==> config.mk <==
export PLATFORM = sky130hd
export DESIGN_NAME = booth_seq_mult
export DESIGN_NICKNAME = d
export VERILOG_FILES = /design/src/rtl/booth_seq_mult_pkg.sv /design/src/rtl/booth_pp_sel.sv /design/src/rtl/booth_seq_mult.sv
export SDC_FILE = /design/constraint.sdc
export NUM_CORES = 1
export LEC_CHECK = 0
export CAP_MARGIN = 30
export CELL_PAD_IN_SITES_DETAIL_PLACEMENT = 1
export CELL_PAD_IN_SITES_GLOBAL_PLACEMENT = 1
export CORE_MARGIN = 2
export CORE_UTILIZATION = 30
export CTS_BUF_LIST = sky130_fd_sc_hd__clkbuf_4
export DETAILED_ROUTE_END_ITERATION = 10
export PLACE_DENSITY = 0.64
export SLEW_MARGIN = 20
export SYNTH_ARGS = -nofsm -noshare
export SYNTH_HDL_FRONTEND = slang
export SYNTH_SLANG_ARGS = --single-unit
==> constraint.sdc <==
create_clock -name clk -period 5.7 [get_ports clk]
set_clock_uncertainty 0.1 [all_clocks]
set_input_delay 0.57 -clock clk [delete_from_list [all_inputs] [get_ports clk]]
set_output_delay 0.57 -clock clk [all_outputs]
set_load 0.1 [all_outputs]
==> src/rtl/booth_seq_mult_pkg.sv <==
// Shared definitions for the sequential radix-4 Booth multiplier:
// default widths, controller states and the Booth window codes.
package booth_seq_mult_pkg;

    localparam int MCAND_W_DEF = 25;
    localparam int MPLR_W_DEF  = 24;
    localparam int PROD_W_DEF  = MCAND_W_DEF + MPLR_W_DEF;

    typedef enum logic [1:0] {
        IDLE = 2'd0,
        RUN  = 2'd1,
        DONE = 2'd2
    } state_e;

    // Window is {b[2i+1], b[2i], b[2i-1]} of the multiplier
    localparam logic [2:0] B_ZERO_L = 3'b000;
    localparam logic [2:0] B_P1_A   = 3'b001;
    localparam logic [2:0] B_P1_B   = 3'b010;
    localparam logic [2:0] B_P2     = 3'b011;
    localparam logic [2:0] B_M2     = 3'b100;
    localparam logic [2:0] B_M1_A   = 3'b101;
    localparam logic [2:0] B_M1_B   = 3'b110;
    localparam logic [2:0] B_ZERO_H = 3'b111;

endpackage

==> src/rtl/booth_pp_sel.sv <==
// Combinational radix-4 Booth partial-product selector: maps a 3-bit
// multiplier window to 0, +/-M or +/-2M of the signed multiplicand.
module booth_pp_sel
    import booth_seq_mult_pkg::*;
#(
    parameter int MCAND_W = MCAND_W_DEF
) (
    input  logic        [2:0]         win_i,
    input  logic signed [MCAND_W-1:0] mcand_i,
    output logic signed [MCAND_W+1:0] pp_o
);

    logic signed [MCAND_W+1:0] m1;
    logic signed [MCAND_W+1:0] m2;

    // Two guard bits keep -2M exact even for the most negative multiplicand
    assign m1 = (MCAND_W+2)'(mcand_i);
    assign m2 = m1 <<< 1;

    always_comb begin
        pp_o = '0;
        case (win_i)
            B_P1_A, B_P1_B: pp_o = m1;
            B_P2:           pp_o = m2;
            B_M2:           pp_o = -m2;
            B_M1_A, B_M1_B: pp_o = -m1;
            default:        pp_o = '0;
        endcase
    end

endmodule

==> src/rtl/booth_seq_mult.sv <==
// Sequential radix-4 Booth multiplier: retires one window per cycle into a
// full-width signed accumulator and hands the product out over valid/ready.
module booth_seq_mult
    import booth_seq_mult_pkg::*;
#(
    parameter  int MCAND_W = MCAND_W_DEF,
    parameter  int MPLR_W  = MPLR_W_DEF,
    localparam int NWIN    = MPLR_W / 2,
    localparam int PROD_W  = MCAND_W + MPLR_W,
    localparam int CNT_W   = $clog2(NWIN + 1)
) (
    input  logic                      clk,
    input  logic                      rst,
    input  logic                      in_valid,
    output logic                      in_ready,
    input  logic signed [MCAND_W-1:0] mcand,
    input  logic signed [MPLR_W-1:0]  mplr,
    output logic                      out_valid,
    input  logic                      out_ready,
    output logic signed [PROD_W-1:0]  prod,
    output logic                      busy
);

    state_e                    state_q, state_d;
    logic        [CNT_W-1:0]   cnt_q, cnt_d;
    logic signed [MCAND_W-1:0] mcand_q, mcand_d;
    logic        [MPLR_W:0]    mplr_q, mplr_d;
    logic signed [PROD_W-1:0]  acc_q, acc_d;
    logic                      ovld_q, ovld_d;

    logic signed [MCAND_W+1:0] pp;
    logic signed [PROD_W-1:0]  pp_ext;
    logic signed [PROD_W-1:0]  pp_sh;

    // mplr_q holds the multiplier with b[-1]=0 appended and is shifted right by
    // two each RUN cycle, so bits [2:0] are always the current window.
    booth_pp_sel #(
        .MCAND_W (MCAND_W)
    ) u_pp_sel (
        .win_i   (mplr_q[2:0]),
        .mcand_i (mcand_q),
        .pp_o    (pp)
    );

    assign pp_ext = PROD_W'(pp);
    assign pp_sh  = pp_ext <<< {cnt_q, 1'b0};

    always_comb begin
        state_d = state_q;
        cnt_d   = cnt_q;
        mcand_d = mcand_q;
        mplr_d  = mplr_q;
        acc_d   = acc_q;
        ovld_d  = ovld_q;
        case (state_q)
            IDLE: begin
                if (in_valid) begin
                    mcand_d = mcand;
                    mplr_d  = {mplr, 1'b0};
                    acc_d   = '0;
                    cnt_d   = '0;
                    state_d = RUN;
                end
            end
            RUN: begin
                acc_d  = acc_q + pp_sh;
                mplr_d = {2'b00, mplr_q[MPLR_W:2]};
                if (cnt_q == CNT_W'(NWIN - 1)) begin
                    state_d = DONE;
                end else begin
                    cnt_d = cnt_q + 1'b1;
                end
            end
            DONE: begin
                // First DONE cycle only raises out_valid; the handshake is honoured after that
                if (!ovld_q) begin
                    ovld_d = 1'b1;
                end else if (out_ready) begin
                    ovld_d  = 1'b0;
                    state_d = IDLE;
                end
            end
            default: begin
                state_d = IDLE;
                ovld_d  = 1'b0;
            end
        endcase
    end

    always_ff @(posedge clk) begin
        if (rst) begin
            state_q <= IDLE;
            cnt_q   <= '0;
            mcand_q <= '0;
            mplr_q  <= '0;
            acc_q   <= '0;
            ovld_q  <= 1'b0;
        end else begin
            state_q <= state_d;
            cnt_q   <= cnt_d;
            mcand_q <= mcand_d;
            mplr_q  <= mplr_d;
            acc_q   <= acc_d;
            ovld_q  <= ovld_d;
        end
    end

    assign in_ready  = (state_q == IDLE);
    assign busy      = (state_q != IDLE);
    assign out_valid = ovld_q;
    assign prod      = acc_q;

endmodule
==> run metrics <==
status=finished, final reports clean; critical path arrival=5860 ps; Routed WL per cell=19.6 um; global route overflow=0; Core Region=31,700 um^2; Ports=105; root buffer cell=clkbuf_4; post-route antenna net violation count=0; final instance area=about 12,000 um^2; Worst-Skew Late Latency=roughly 550 ps; Area Overhead vs Synth=27.4%; max incr delay on CP=550 ps; HP Class=flop to flop; largest net degree at the start of global routing=87; port buffer count=104; drt pass-1 iters=5; Via density=around 5.6; most frequent CP cell=buf_4; vias in the first global route=10,900; PnR worst setup slack=206 ps; Synth Register Bits=approximately 110; CTS sink cnt=between 100 and 150; Mean Syn Cell Area=7.24 um^2; number of flops mapped to enable cells by yosys=0; Clock transition at path regs=between 150 and 200 ps; CP top delay family=compound AO/OA/AOI/OAI gates; H-tree depth=3; peak supply drop=0.0976 mV; Worst Path Max Fanout=7; first-pass GRT wire length=59,500 um; final routed DRC violation total=0; placed cell area=between 10,000 and 15,000 um^2; DR iter-0 viols=572; setup_tns=0 ps; Yosys cell types=75; post-route clock period utilization=96.4%; share of layout cells above drive strength 1=16.6%; Placement Setup Slack=-294 ps; Die Width=184 um; CTS Buf Count=9; startpoint types=flop; final setup fails=0; FMAX=~180 MHz; Total GRT Usage=22.1%; GPL Wtd Cong=0.916; via count=10,700; Crit. End Element=flop; Worst path slowest cell=or4_4; Synth Flop Type=dfxtp_1; row count=65; fillers=3,943; Max Root-Sink Buffers=2; Worst Path Required=6060 ps; Mapped Area=about 9700 um^2; max-slew violation count=0; max_slew headroom=32.4%; CP Class=flop to flop; Post-DP HPWL=28,900 um; CTS tree=done; P per Cell Area=between 200 and 250 nW/um^2; critical-path cell list=or4_4 -> buf_4 -> nor3_2 -> buf_4 -> a2111oi_0 -> a2111oi_0 -> o21ai_1 -> buf_4 -> mux4_2 -> buf_4 -> nand2_1 -> a31oi_1 -> ha_2 -> nand3_1 -> or3_1 -> a211oi_1 -> o21ai_1 -> o311ai_4 -> a211oi_2 -> buf_4 -> o211a_1 -> a211o_1; most frequent cells in the layout=196 x nand2_1, 141 x buf_4, 124 x nor2_1, 105 x dfxtp_1, 104 x a21oi_1; synthesized instance count=1,340; Final min period=5490 ps; Yosys warning count=0; Nets=1,597; antenna violations before repair=1; Post-Syn Nets=roughly 1,400; Max Cap Viol=0; die height=184 um; RSZ-0062 raised after global routing=true; Leakage=roughly 5.1 nW; CP bufs+invs=5; post-synthesis sequential area ratio=21.9%; commonest non-fill, non-tap cell in the layout=nand2_1; Initial Utilization=between 30% and 40%; die footprint=33,800 um^2; async set or reset register ratio after synthesis=0%; Worst Tran Pin Value=1010 ps; Hold Vio Cnt, Final=0; routed wire length=37,200 um
## path summary, 6_finish.rpt
kind | from | end | slack, ps | cells after the start
max | mcand_q[12] | prod[48] | 210 | 22
min | mplr_q[3] | mplr_q[1] | 390 | 2
max reg2reg | mcand_q[12] | prod[48] | 210 | 22
min reg2reg | mplr_q[3] | mplr_q[1] | 390 | 2
## stage by stage
step           total power, W  utilization [%]  std cells  hold slack, ps
5_1_grt               0.00276             39.0       1900             415
2_1_floorplan         0.00166                -       1340             355
3_5_place_dp          0.00213             37.4       1872             372
3_3_place_gp          0.00211             37.3       1871             362
6_report              0.00259             39.0       1900             386
4_1_cts               0.00257             38.0       1889             398
## where the power goes
part | total [W] | internal (W) | switching, W | leakage (nW)
registers | 0.000839 | 0.000790 | 0.0000496 | 0.867
clock network | 0.000413 | 0.000102 | 0.000312 | 0.0698
logic | 0.00133 | 0.000525 | 0.000810 | 4.20
total | 0.00259 | 0.00142 | 0.00117 | 5.14
## synthesized netlist by cell type (24+ instances only)
cell type | count | area share, %
nand2_1 | 196 | 7.6
nand3_1 | 25 | 1.3
a21o_1 | 39 | 3.0
nor2_1 | 127 | 4.9
mux2i_1 | 31 | 3.2
o21ai_0 | 82 | 4.2
dfxtp_1 | 106 | 22
nor3_1 | 37 | 1.9
a311oi_1 | 25 | 2.3
ha_1 | 51 | 6.6
a21oi_1 | 107 | 5.5
inv_1 | 24 | 0.93
clkbuf_1 | 94 | 3.6
xnor2_1 | 46 | 4.2
a22oi_1 | 43 | 3.3
## repair_timing
action | CTS | global route
setup endpoints to repair | 9 | 18
buffers inserted | 1 | 8
hold buffers | 0 | 0
cloned | 0 | 0
gates resized for setup | 12 | 58
pin swaps | 1 | 16
## worst reg2reg max path, stage by stage, from the launching register on
cell	delay [ps]
dfxtp_1	350
or4_4	550
buf_4	180
nor3_2	100
buf_4	140
a2111oi_0	90
a2111oi_0	460
o21ai_1	220
buf_4	190
mux4_2	470
buf_4	160
nand2_1	60
a31oi_1	140
ha_2	450
nand3_1	160
or3_1	450
a211oi_1	230
o21ai_1	130
o311ai_4	120
a211oi_2	90
buf_4	150
o211a_1	190
a211o_1	220
## logic make-up after synthesis
family,synth area share (%)
compound gates,30.6
xor+xnor,6.14
fa+ha+maj,6.78
buf+inv,5.39
flops,21.9
mux,6.45
simple gates,22.7
## metal layers
layer  vias to the layer above  share of wire (%)  global-route usage (%)
met3                        49                3.6                    3.70
met1                      5199                 48                    29.7
met4                         0                2.4                    6.85
met2                       209                 46                    36.2
met5                         -                  0                       0
li1                       5238                  -                       -
## layout make-up
type	count	area, um^2	share of cell area, %
inverter	28	105	0.850
antenna	1	2.50	0.0202
sequential	106	2120	17.2
multi-input combinational	1098	7330	59.3
clock buffer	9	67.6	0.547
tap	402	503	4.07
timing repair buffer	249	2160	17.5
clock inverter	7	71.3	0.577
## registers in the layout (all words and copies together), names as in the netlist
signal     flops
cnt_q          4
mcand_q       25
mplr_q        25
out_valid      1
prod          49
state_q        2
No activity file was read; power rests on OpenSTA's default activity.
